### config.mk
export PLATFORM = sky130hd
export DESIGN_NAME = pipeline_hazard_ctrl_flat
export DESIGN_NICKNAME = d
export VERILOG_FILES = /design/src/rtl/pipeline_hazard_ctrl_pkg.sv /design/src/rtl/pipeline_hazard_ctrl_if.sv /design/src/rtl/pipeline_hazard_ctrl_sat_counter.sv /design/src/rtl/pipeline_hazard_ctrl.sv /design/src/flat_wrapper.sv
export SDC_FILE = /design/constraint.sdc
export NUM_CORES = 1
export LEC_CHECK = 0
export BUFFER_PORTS_ARGS = -buffer_cell sky130_fd_sc_hd__buf_4
export CORE_ASPECT_RATIO = 0.7
export CORE_MARGIN = 2
export CORE_UTILIZATION = 59
export DETAILED_ROUTE_END_ITERATION = 7
export HOLD_SLACK_MARGIN = 0.08
export PLACE_DENSITY = 0.86
export SYNTH_ARGS = -nofsm -noshare
export SYNTH_HDL_FRONTEND = slang
export SYNTH_HIERARCHICAL = 1
export SYNTH_SLANG_ARGS = --single-unit
### constraint.sdc
create_clock -name i_clk -period 8.75 [get_ports i_clk]
set_input_delay 1.75 -clock i_clk [delete_from_list [all_inputs] [get_ports i_clk]]
set_output_delay 1.75 -clock i_clk [all_outputs]
set_load 0.03 [all_outputs]
### src/rtl/pipeline_hazard_ctrl_pkg.sv
// Shared types for the RV32I pipeline hazard controller: FSM states,
// the x0 register index and the per-stage enable/flush bundle.
package hazard_pkg;

    typedef enum logic [1:0] {
        S_RUN      = 2'd0,
        S_MEM_WAIT = 2'd1,
        S_ERR      = 2'd2
    } state_t;

    localparam logic [4:0] REG_X0 = 5'd0;

    typedef struct packed {
        logic pc_en;
        logic if_id_en;
        logic id_ex_en;
        logic ex_mem_en;
        logic mem_wb_en;
        logic if_id_flush;
        logic id_ex_flush;
        logic mem_wb_flush;
    } stage_ctrl_t;

    // Canned control patterns, one per arbitration outcome.
    localparam stage_ctrl_t CTRL_NORMAL  = stage_ctrl_t'(8'b11111_000);
    localparam stage_ctrl_t CTRL_FREEZE  = stage_ctrl_t'(8'b00000_000);
    localparam stage_ctrl_t CTRL_MEMWAIT = stage_ctrl_t'(8'b00001_001);
    localparam stage_ctrl_t CTRL_MISPRED = stage_ctrl_t'(8'b11111_110);
    localparam stage_ctrl_t CTRL_LOADUSE = stage_ctrl_t'(8'b00111_010);

endpackage

### src/rtl/pipeline_hazard_ctrl_if.sv
// Hazard request inputs and stage control outputs of the hazard controller.
// No handshake: inputs are sampled every cycle, outputs are valid every cycle.
interface pipeline_hazard_ctrl_if #(
    parameter int CNT_W = 32
);
    import hazard_pkg::*;

    logic [4:0]       i_id_rs1;
    logic [4:0]       i_id_rs2;
    logic [4:0]       i_ex_rd;
    logic             i_ex_read;
    logic             i_ex_mispredict;
    logic             i_mem_req;
    logic             i_mem_ack;
    logic             o_pc_enable;
    logic             o_if_id_enable;
    logic             o_id_ex_enable;
    logic             o_ex_mem_enable;
    logic             o_mem_wb_enable;
    logic             o_if_id_flush;
    logic             o_id_ex_flush;
    logic             o_mem_wb_flush;
    logic             o_mem_timeout;
    logic [CNT_W-1:0] o_stall_cycles;
    logic [CNT_W-1:0] o_flush_count;
    state_t           state_dbg;

    modport master (
        output i_id_rs1, i_id_rs2, i_ex_rd, i_ex_read, i_ex_mispredict,
               i_mem_req, i_mem_ack,
        input  o_pc_enable, o_if_id_enable, o_id_ex_enable, o_ex_mem_enable,
               o_mem_wb_enable, o_if_id_flush, o_id_ex_flush, o_mem_wb_flush,
               o_mem_timeout, o_stall_cycles, o_flush_count, state_dbg
    );

    modport slave (
        input  i_id_rs1, i_id_rs2, i_ex_rd, i_ex_read, i_ex_mispredict,
               i_mem_req, i_mem_ack,
        output o_pc_enable, o_if_id_enable, o_id_ex_enable, o_ex_mem_enable,
               o_mem_wb_enable, o_if_id_flush, o_id_ex_flush, o_mem_wb_flush,
               o_mem_timeout, o_stall_cycles, o_flush_count, state_dbg
    );

endinterface

### src/rtl/pipeline_hazard_ctrl_sat_counter.sv
// Saturating up-counter used for the stall and flush performance counters.
module sat_counter #(
    parameter int W = 32
) (
    input  logic         i_clk,
    input  logic         i_reset,
    input  logic         i_inc,
    output logic [W-1:0] o_count
);
    localparam logic [W-1:0] ONE = W'(1);

    logic [W-1:0] count;

    always_ff @(posedge i_clk) begin
        if (!i_reset) begin
            count <= '0;
        end else if (i_inc && (count != '1)) begin
            count <= count + ONE;
        end
    end

    assign o_count = count;

endmodule

### src/rtl/pipeline_hazard_ctrl.sv
// Stall/flush scheduler for a 5-stage RV32I pipeline: arbitrates load-use,
// EX mispredict and multi-cycle MEM waits into per-stage enables/flushes.
module pipeline_hazard_ctrl
    import hazard_pkg::*;
#(
    parameter int CNT_W    = 32,
    parameter int MAX_WAIT = 16
) (
    input logic                  i_clk,
    input logic                  i_reset,
    pipeline_hazard_ctrl_if.slave bus
);

    state_t      state;
    logic [7:0]  wait_cnt;
    logic        timeout;
    logic        load_use;
    logic        mem_wait;
    logic        mispred_win;
    logic        stall_inc;
    stage_ctrl_t ctrl;

    always_comb begin
        load_use = bus.i_ex_read && (bus.i_ex_rd != REG_X0) &&
                   ((bus.i_ex_rd == bus.i_id_rs1) || (bus.i_ex_rd == bus.i_id_rs2));
        mem_wait = ((state == S_RUN) && bus.i_mem_req && !bus.i_mem_ack) ||
                   ((state == S_MEM_WAIT) && !bus.i_mem_ack);
    end

    // Priority: frozen error > memory wait > mispredict > load-use > normal.
    always_comb begin
        ctrl        = CTRL_NORMAL;
        mispred_win = 1'b0;
        if (!i_reset) begin
            ctrl = CTRL_NORMAL;
        end else if (state == S_ERR) begin
            ctrl = CTRL_FREEZE;
        end else if (mem_wait) begin
            ctrl = CTRL_MEMWAIT;
        end else if (bus.i_ex_mispredict) begin
            ctrl        = CTRL_MISPRED;
            mispred_win = 1'b1;
        end else if (load_use) begin
            ctrl = CTRL_LOADUSE;
        end
    end

    // wait_cnt holds the number of wait cycles already spent in this access.
    always_ff @(posedge i_clk) begin
        if (!i_reset) begin
            state    <= S_RUN;
            wait_cnt <= 8'd0;
            timeout  <= 1'b0;
        end else begin
            case (state)
                S_RUN: begin
                    if (bus.i_mem_req && !bus.i_mem_ack) begin
                        if (MAX_WAIT <= 1) begin
                            state   <= S_ERR;
                            timeout <= 1'b1;
                        end else begin
                            state    <= S_MEM_WAIT;
                            wait_cnt <= 8'd1;
                        end
                    end
                end
                S_MEM_WAIT: begin
                    if (bus.i_mem_ack) begin
                        state    <= S_RUN;
                        wait_cnt <= 8'd0;
                    end else if (({1'b0, wait_cnt} + 9'd1) >= 9'(MAX_WAIT)) begin
                        state   <= S_ERR;
                        timeout <= 1'b1;
                    end else begin
                        wait_cnt <= wait_cnt + 8'd1;
                    end
                end
                default: state <= S_ERR;
            endcase
        end
    end

    assign stall_inc = !ctrl.pc_en;

    sat_counter #(.W(CNT_W)) u_stall_cnt (
        .i_clk   (i_clk),
        .i_reset (i_reset),
        .i_inc   (stall_inc),
        .o_count (bus.o_stall_cycles)
    );

    sat_counter #(.W(CNT_W)) u_flush_cnt (
        .i_clk   (i_clk),
        .i_reset (i_reset),
        .i_inc   (mispred_win),
        .o_count (bus.o_flush_count)
    );

    assign bus.o_pc_enable     = ctrl.pc_en;
    assign bus.o_if_id_enable  = ctrl.if_id_en;
    assign bus.o_id_ex_enable  = ctrl.id_ex_en;
    assign bus.o_ex_mem_enable = ctrl.ex_mem_en;
    assign bus.o_mem_wb_enable = ctrl.mem_wb_en;
    assign bus.o_if_id_flush   = ctrl.if_id_flush;
    assign bus.o_id_ex_flush   = ctrl.id_ex_flush;
    assign bus.o_mem_wb_flush  = ctrl.mem_wb_flush;
    assign bus.o_mem_timeout   = timeout;
    assign bus.state_dbg       = state;

endmodule

### src/flat_wrapper.sv
// flat-port wrapper written by rule: the top's interface ports become plain ports
module pipeline_hazard_ctrl_flat import hazard_pkg::*;
#(
    parameter int CNT_W    = 32,
    parameter int MAX_WAIT = 16
)
  (i_clk, i_reset, bus_i_id_rs1, bus_i_id_rs2, bus_i_ex_rd, bus_i_ex_read, bus_i_ex_mispredict, bus_i_mem_req, bus_i_mem_ack, bus_o_pc_enable, bus_o_if_id_enable, bus_o_id_ex_enable, bus_o_ex_mem_enable, bus_o_mem_wb_enable, bus_o_if_id_flush, bus_o_id_ex_flush, bus_o_mem_wb_flush, bus_o_mem_timeout, bus_o_stall_cycles, bus_o_flush_count, bus_state_dbg);
  pipeline_hazard_ctrl_if #(.CNT_W(CNT_W)) bus_i ();
  input logic i_clk;
  input logic i_reset;
  input wire logic [$bits(bus_i.i_id_rs1)-1:0] bus_i_id_rs1;
  input wire logic [$bits(bus_i.i_id_rs2)-1:0] bus_i_id_rs2;
  input wire logic [$bits(bus_i.i_ex_rd)-1:0] bus_i_ex_rd;
  input wire logic [$bits(bus_i.i_ex_read)-1:0] bus_i_ex_read;
  input wire logic [$bits(bus_i.i_ex_mispredict)-1:0] bus_i_ex_mispredict;
  input wire logic [$bits(bus_i.i_mem_req)-1:0] bus_i_mem_req;
  input wire logic [$bits(bus_i.i_mem_ack)-1:0] bus_i_mem_ack;
  output wire logic [$bits(bus_i.o_pc_enable)-1:0] bus_o_pc_enable;
  output wire logic [$bits(bus_i.o_if_id_enable)-1:0] bus_o_if_id_enable;
  output wire logic [$bits(bus_i.o_id_ex_enable)-1:0] bus_o_id_ex_enable;
  output wire logic [$bits(bus_i.o_ex_mem_enable)-1:0] bus_o_ex_mem_enable;
  output wire logic [$bits(bus_i.o_mem_wb_enable)-1:0] bus_o_mem_wb_enable;
  output wire logic [$bits(bus_i.o_if_id_flush)-1:0] bus_o_if_id_flush;
  output wire logic [$bits(bus_i.o_id_ex_flush)-1:0] bus_o_id_ex_flush;
  output wire logic [$bits(bus_i.o_mem_wb_flush)-1:0] bus_o_mem_wb_flush;
  output wire logic [$bits(bus_i.o_mem_timeout)-1:0] bus_o_mem_timeout;
  output wire logic [$bits(bus_i.o_stall_cycles)-1:0] bus_o_stall_cycles;
  output wire logic [$bits(bus_i.o_flush_count)-1:0] bus_o_flush_count;
  output wire logic [$bits(bus_i.state_dbg)-1:0] bus_state_dbg;
  assign bus_i.i_id_rs1 = bus_i_id_rs1;
  assign bus_i.i_id_rs2 = bus_i_id_rs2;
  assign bus_i.i_ex_rd = bus_i_ex_rd;
  assign bus_i.i_ex_read = bus_i_ex_read;
  assign bus_i.i_ex_mispredict = bus_i_ex_mispredict;
  assign bus_i.i_mem_req = bus_i_mem_req;
  assign bus_i.i_mem_ack = bus_i_mem_ack;
  assign bus_o_pc_enable = bus_i.o_pc_enable;
  assign bus_o_if_id_enable = bus_i.o_if_id_enable;
  assign bus_o_id_ex_enable = bus_i.o_id_ex_enable;
  assign bus_o_ex_mem_enable = bus_i.o_ex_mem_enable;
  assign bus_o_mem_wb_enable = bus_i.o_mem_wb_enable;
  assign bus_o_if_id_flush = bus_i.o_if_id_flush;
  assign bus_o_id_ex_flush = bus_i.o_id_ex_flush;
  assign bus_o_mem_wb_flush = bus_i.o_mem_wb_flush;
  assign bus_o_mem_timeout = bus_i.o_mem_timeout;
  assign bus_o_stall_cycles = bus_i.o_stall_cycles;
  assign bus_o_flush_count = bus_i.o_flush_count;
  assign bus_state_dbg = bus_i.state_dbg;
  pipeline_hazard_ctrl #(.CNT_W(CNT_W), .MAX_WAIT(MAX_WAIT)) u_core (.i_clk(i_clk), .i_reset(i_reset), .bus(bus_i));
endmodule
==> implementation parameters, run 1 <==
Parameter                              Value

Route
  Via count of the routed design ... 4446
  Number of vias per cell ... 6.61
  Post-DR wirelength/cell ... 17.5 microns
  Count of TritonRoute iterations in the first routing pass ... 6
  Routed wire length ... 11.7 mm
  Number of design rule violations left after detail routing ... 0
  Post-route antenna net violation count ... 0
  Iteration-0 DRC Markers ... 429

Timing
  Headroom to the max-slew limit ... 0.218
  Final worst-path cycle share ... 0.613
  Slew at the pin closest to its max-slew limit ... 1.16 ns
  FMAX ... 186 MHz
  Total setup violations reported at the end of the flow ... 0
  Setup repair after global routing missed its margin ... false
  Fin Setup TNS ... 0 ns
  Clock Skew ... 0.0101 ns
  Final worst slack ... 3.38 ns
  Final hold violation count ... 0
  Minimum period implied by the final worst setup slack ... 5.37 ns
  Max Transition Viols Final ... 0

Worst setup path
  Max Fanout on Critical Path ... 52
  Kind of cell adding the most delay to the critical path ... simple AND/OR/NAND/NOR gates
  Crit path max-delay cell type ... o41ai_1
  Number of stages on the worst setup path ... 8
  Endpoint of the lowest-slack register-to-register path ... u_core/u_flush_cnt/o_count[31]
  Cells on worst reg2reg path ... 8
  CP bufs+invs ... 2
  Worst setup path endpoint ... u_core/u_stall_cnt/o_count[31]
  Worst setup path category ... primary input to flop
  Sequence of cells on the critical path ... buf_4 > inv_1 > o41ai_1 > nand4_1 > or4_4 > or3_1 > or4_1 > a21oi_1
  Launching element of the worst setup path ... i_reset
  Worst EP required ... 9.02 ns
  Data arrival time of the critical path ... 5.63 ns
  R2R setup slack ... 5.17 ns
  Crit path largest cell delay ... 1.06 ns
  Sort of element at the start of the critical path ... primary input
  Critical Path Sink Type ... flop
  Startpoint of the lowest-slack register-to-register path ... u_core/bus.state_dbg[0]

Yosys
  Register bit count reported by yosys ... 75
  EDFF count, synth ... 0
  Async S/R FF share, synth ... 0
  Top FF cell, synth ... dfxtp_1
  Synthesized instance count ... 494
  Synthesized area per cell ... 8.53 sq um
  Syn_nets ... 519
  Distinct cell type count of the synthesized netlist ... 56
  Sequential share of the synthesized area ... 0.357
  Warning count from the yosys run ... 6
  Mapped cell area ... 4210 sq um

CTS
  Post CTS Setup Buffer Count ... 0
  CTS H-tree depth ... 3
  Count of hold buffers inserted by post-cts repair ... 0
  Clock sink count ... 75
  TritonCTS Buffers ... 9
  CTS tree ... built
  Buffer cell driving the clock tree root ... clkbuf_8
  Maximum root-to-sink buffer count ... 2
  Clk Latency, worst-skew pair ... 0.35 ns
  Count of instances resized after the clock tree is built ... 0
  Clock transition at the registers of the reported paths ... 0.07 ns

Floorplanning
  # IOs ... 96
  Std cell rows ... 25
  Starting utilization of the core area ... 0.618
  Std-Cell Core Area ... 6820 sq um
  Horiz. Die Dim ... 105 microns
  Full die area ... 7840 sq um
  Die Y-Extent ... 74.7 microns

Power
  Standby leakage power ... 1.84 nW
  Power density cells ... 122 nW/um^2
  Largest vdd supply drop ... 0.0960 mV

Place
  Number of buffer cells added on primary ports ... 95
  Total half-perimeter wirelength after legalization and detailed placement ... 8.21 mm
  Placer Congestion ... 0.895
  Worst setup timing slack at the placement stage ... 3.16 ns

Layout
  Fraction of layout cells with a size suffix above 1 ... 0.228
  Most frequent cells in the layout ... 97 x buf_4, 75 x dfxtp_1, 35 x nand2_1, 35 x a21oi_1, 26 x nand3_1
  Utilization of the core after routing ... 0.749
  NumNets Final ... 600
  Most frequent standard cell in the layout excluding fill and tap cells ... buf_4
  Number of antenna repair diodes ... 0
  Layout fillers ... 523
  Storage element area ... 1500 sq um
  Multi-input gate area in the final layout ... 2560 sq um
  Synthesis-to-finish area growth ... 21.3%

Flow run
  Number of max-cap violations ... 0

GRT
  Maximum number of pins on one net before global-route repair ... 53
  All-layer global routing usage ... 0.297
  Global-route wire length before repair ... 18.9 mm
  Via count of the first global-routing pass ... 3905
  Antenna violations before repair ... 0
  Overflow left after global routing ... 0

Run status
  Run status ... finished, final reports clean

Hold path
  Classification of the worst-slack hold path ... flop to flop
  Worst hold start ... u_core/bus.o_mem_timeout
-- Yosys cell counts (10+ instances only) --
cell,count,area share
xor2_1,12,0.025
o31ai_1,24,0.043
nor3_1,10,0.012
dfxtp_1,75,0.36
and4_1,12,0.025
nand2_1,35,0.031
inv_1,12,0.011
mux2i_1,15,0.036
nand4_1,20,0.030
nand2b_1,21,0.031
nor2_1,24,0.021
nand3_1,26,0.031
or3_1,10,0.015
a21oi_1,35,0.042
or4_1,23,0.041
nor4_1,12,0.018
clkbuf_1,20,0.018
-- worst min-delay path by stage --
stage	end	slack [ns]	depth (start not counted)
2_1_floorplan	u_core/wait_cnt[6]	0.46	1
3_3_place_gp	u_core/bus.o_mem_timeout	0.45	1
3_5_place_dp	u_core/bus.o_mem_timeout	0.46	1
4_1_cts	u_core/bus.o_mem_timeout	0.48	1
5_1_grt	u_core/bus.o_mem_timeout	0.49	1
6_report	u_core/bus.o_mem_timeout	0.48	1
-- per-stage QoR --
step / hold slack, ns / power (mW) / cell area, sq um / instances
after floorplan: 0.460 / 0.382 / 4210 / 494
after global placement: 0.449 / 0.399 / 4950 / 658
after detailed placement: 0.463 / 0.401 / 4950 / 658
after CTS: 0.481 / 0.628 / 5110 / 673
after global routing: 0.494 / 0.646 / 5110 / 673
final: 0.476 / 0.624 / 5110 / 673
-- state kept, by name, indices dropped and copies added, names as in the netlist --
register and flops:
u_core/bus.o_mem_timeout 1, u_core/bus.state_dbg 2, u_core/u_flush_cnt/o_count 32, u_core/u_stall_cnt/o_count 32, u_core/wait_cnt 8
-- worst register-to-register path, cell delays in order, from the launching register on --
cell and delay, ns:
dfxtp_1 0.47, nand2b_1 0.18, o311ai_1 0.14, nor2_1 0.50
nand4_1 0.55, or4_4 0.69, or3_1 0.41, or4_1 0.42
a21oi_1 0.15
-- cells by family after synthesis --
logic type,count (synthesis),synth area share
AOI/OAI and AO/OA,118,0.203
xor gates and xnor gates,20,0.0416
adders and majority gates,4,0.0119
buffers and inverters,39,0.0392
DFF,75,0.357
muxes,15,0.0356
and+or+nand+nor,223,0.313
-- final cells by class --
| cell class | count | share of cell area |
|---|---|---|
| clock inverters | 3 | 0.00294 |
| flip-flops and latches | 75 | 0.294 |
| multi-input cells | 380 | 0.500 |
| inverters | 12 | 0.00881 |
| repair buffers | 97 | 0.143 |
| clock buffers | 12 | 0.0284 |
| well taps | 94 | 0.0230 |
-- where the power goes --
part           internal [mW]  leakage [nW]  switching, mW
clock network          0.108        0.0860          0.122
registers              0.343         0.605        0.00309
logic                 0.0182          1.15         0.0294
total                  0.469          1.84          0.155
-- metal layers --
| layer | global-route usage | vias to the layer above | wire (microns) |
|---|---|---|---|
| li1 | - | 2067 | - |
| met1 | 0.415 | 2112 | 5280 |
| met2 | 0.457 | 251 | 5200 |
| met3 | 0.0753 | 16 | 1160 |
| met4 | 0.0919 | 0 | 108 |
| met5 | 0 | - | 0 |
Note: power is estimated with default switching activity, not from simulation.
==> run 2, diff against run 1 <==
--- a/config.mk
+++ b/config.mk
@@ -8,10 +8,10 @@
 export BUFFER_PORTS_ARGS = -buffer_cell sky130_fd_sc_hd__buf_4
 export CORE_ASPECT_RATIO = 0.7
 export CORE_MARGIN = 2
-export CORE_UTILIZATION = 59
+export CORE_UTILIZATION = 54
 export DETAILED_ROUTE_END_ITERATION = 7
 export HOLD_SLACK_MARGIN = 0.08
-export PLACE_DENSITY = 0.86
+export PLACE_DENSITY = 0.8
 export SYNTH_ARGS = -nofsm -noshare
 export SYNTH_HDL_FRONTEND = slang
 export SYNTH_HIERARCHICAL = 1
==> constraint.sdc (replaced) <==
create_clock -name i_clk -period 5.6 [get_ports i_clk]
set_input_delay 1.12 -clock i_clk [delete_from_list [all_inputs] [get_ports i_clk]]
set_output_delay 1.12 -clock i_clk [all_outputs]
set_load 0.03 [all_outputs]
==> run 2 against run 1 <==
Cell area rose by 1.6%. Worst hold slack worse by 0.010 ns. Total power increased by 68%. Sequential share of layout area shrank 0.45 points. Global-route usage is 3.5 points lower. Die area increased by 8.8%. Sequential power is 56% higher. Cell count increased by 1.2%. Critical endpoint unchanged. Largest power group unchanged.
==> implementation parameters, run 2 (synthesized netlist as in run 1, its figures left out) <==
Parameter                              Value

Power
  Power density cells ... 203 nW/um^2 (+66%)
  Portion of total power attributed to the clock network ... 0.415 (+0.046)
  Standby leakage power ... 1.87 nW (+1.4%)
  Pint ... 796 uW (+70%)
  Comb power frac ... 0.071 (-0.005)
  Psw ... 256 uW (+65%)
  Switching part of the total power ... 0.243 (-0.00518)
  Post-layout total power ... 1.05 mW (+68%)
  Reg power frac ... 0.514 (-0.041)
  Largest vdd supply drop ... 0.133 mV (+39%)

Worst setup path
  Cell seen most often among critical-path stages ... buf_4
  Sort of element at the start of the critical path ... primary input
  Sequence of cells on the critical path ... buf_4 > buf_4 > inv_1 > o41ai_1 > buf_4 > nand4_1 > buf_4 > or4_4 > or3_1 > or4_1 > a21oi_1
  CP bufs+invs ... 5 (+3)
  Worst setup path category ... primary input to flop
  Crit path max-delay cell type ... or4_4
  Crit path largest cell delay ... 0.50 ns (-0.56 ns)
  Kind of cell adding the most delay to the critical path ... simple AND/OR/NAND/NOR gates
  Data arrival time of the critical path ... 4.17 ns (-1.46 ns)
  Critical Path Sink Type ... flop
  Max Fanout on Critical Path ... 51 (-1.9%)
  Worst EP required ... 5.88 ns (-3.14 ns)

Timing
  Total setup violations reported at the end of the flow ... 0 (unchanged)
  Setup repair after global routing missed its margin ... false
  Max Transition Viols Final ... 0 (unchanged)
  Final worst slack ... 1.71 ns (-1.67 ns)
  Final hold violation count ... 0 (unchanged)
  Headroom to the max-slew limit ... 0.285 (+0.0670)
  Minimum period implied by the final worst setup slack ... 3.89 ns
  FMAX ... 257 MHz
  Slew at the pin closest to its max-slew limit ... 1.06 ns (-0.0942 ns)
  Final worst-path cycle share ... 0.695
  Fin Setup TNS ... 0 ns (unchanged)
  Clock Skew ... 0.0127 ns (+0.00259 ns)

Run status
  Run status ... finished, final reports clean

Layout
  Layout fillers ... 618 (+18%)
  NumNets Final ... 603 (+0.50%)
  Synthesis-to-finish area growth ... 23.2%
  Fraction of layout cells with a size suffix above 1 ... 0.237 (+0.00873)
  Number of antenna repair diodes ... 0 (unchanged)
  Most frequent standard cell in the layout excluding fill and tap cells ... buf_4
  Most frequent cells in the layout ... 100 x buf_4, 75 x dfxtp_1, 35 x nand2_1, 35 x a21oi_1, 26 x nand3_1
  Final cell count without fillers ... 681 (+1.2%)
  Non-Filler Cell Area, Final ... 5190 sq um (+1.6%)

GRT
  Global-route wire length before repair ... 17.9 mm (-5.4%)
  Via count of the first global-routing pass ... 3783 (-3.1%)
  All-layer global routing usage ... 0.262 (-0.0350)
  Overflow left after global routing ... 0 (unchanged)
  Maximum number of pins on one net before global-route repair ... 52 (-1.9%)
  Antenna violations before repair ... 0 (unchanged)

Floorplanning
  Full die area ... 8530 sq um (+8.8%)
  Starting utilization of the core area ... 0.568 (-0.0498)
  Std cell rows ... 26 (+4.0%)
  Horiz. Die Dim ... 110 microns (+4.4%)
  Std-Cell Core Area ... 7420 sq um (+8.8%)
  # IOs ... 96 (unchanged)
  Die Y-Extent ... 77.9 microns (+4.3%)

Route
  Via count of the routed design ... 4388 (-1.3%)
  Routed wire length ... 11.3 mm (-3.8%)
  Number of design rule violations left after detail routing ... 0 (unchanged)
  Post-route antenna net violation count ... 0 (unchanged)
  Count of TritonRoute iterations in the first routing pass ... 5 (-1)
  Iteration-0 DRC Markers ... 387 (-9.8%)
  Number of vias per cell ... 6.44 (-2.5%)
  Post-DR wirelength/cell ... 16.6 microns (-5.0%)

CTS
  Buffer cell driving the clock tree root ... clkbuf_8
  Maximum root-to-sink buffer count ... 2 (unchanged)
  Clock transition at the registers of the reported paths ... 0.09 ns (+0.02 ns)
  CTS tree ... built
  Count of instances resized after the clock tree is built ... 0 (unchanged)
  Clock sink count ... 75 (unchanged)
  Clk Latency, worst-skew pair ... 0.35 ns (about the same)
  TritonCTS Buffers ... 9 (unchanged)
  CTS H-tree depth ... 3 (unchanged)
  Post CTS Setup Buffer Count ... 0 (unchanged)
  Count of hold buffers inserted by post-cts repair ... 0 (unchanged)

Place
  Worst setup timing slack at the placement stage ... 1.36 ns (-1.81 ns)
  Post-placement cell count ... 665 (+1.1%)
  Total half-perimeter wirelength after legalization and detailed placement ... 8.17 mm (-0.49%)
  Number of buffer cells added on primary ports ... 95 (unchanged)
  Placer Congestion ... 0.877 (-2.1%)
  Instance area after placement ... 4980 sq um (+0.56%)

Hold path
  Classification of the worst-slack hold path ... flop to flop

Flow run
  Number of max-cap violations ... 0 (unchanged)
run 2: worst paths after layout:
check                      startpoint  cells past startpoint                              to  slack, ns
max                           i_reset                     11  u_core/u_stall_cnt/o_count[31]       1.71
min          u_core/bus.o_mem_timeout                      1        u_core/bus.o_mem_timeout       0.47
max reg2reg   u_core/bus.state_dbg[0]                      8  u_core/u_flush_cnt/o_count[31]       2.15
min reg2reg  u_core/bus.o_mem_timeout                      1        u_core/bus.o_mem_timeout       0.47
run 2: power by group through the flow:
stage | combinational [mW] | clock [mW] | sequential (mW)
3_3_place_gp | 0.0717 | 0 | 0.553
4_1_cts | 0.0748 | 0.447 | 0.540
2_1_floorplan | 0.0410 | 0 | 0.556
5_1_grt | 0.0810 | 0.471 | 0.541
6_report | 0.0749 | 0.436 | 0.540
3_5_place_dp | 0.0746 | 0 | 0.553
run 2: final cells by class:
class	instances	area (sq um)	share of cell area
tap	98	123	0.0236
multi-input combinational	380	2560	0.493
sequential	75	1500	0.289
clock inverter	5	61.3	0.0118
clock buffer	11	151	0.0292
inverter	12	45.0	0.00868
timing repair buffer	100	751	0.145
run 2: routing by layer:
layer	global-route usage	up-vias	share of wire
li1	-	2072	-
met1	0.367	2067	0.44
met2	0.396	229	0.45
met3	0.0563	20	0.097
met4	0.0873	0	0.010
met5	0	-	0
run 2: through the flow:
stage,hold WS (ns),util
after CTS,0.472,0.700
after floorplan,0.460,-
after detailed placement,0.454,0.671
after global routing,0.494,0.700
after global placement,0.451,0.671
final,0.466,0.700
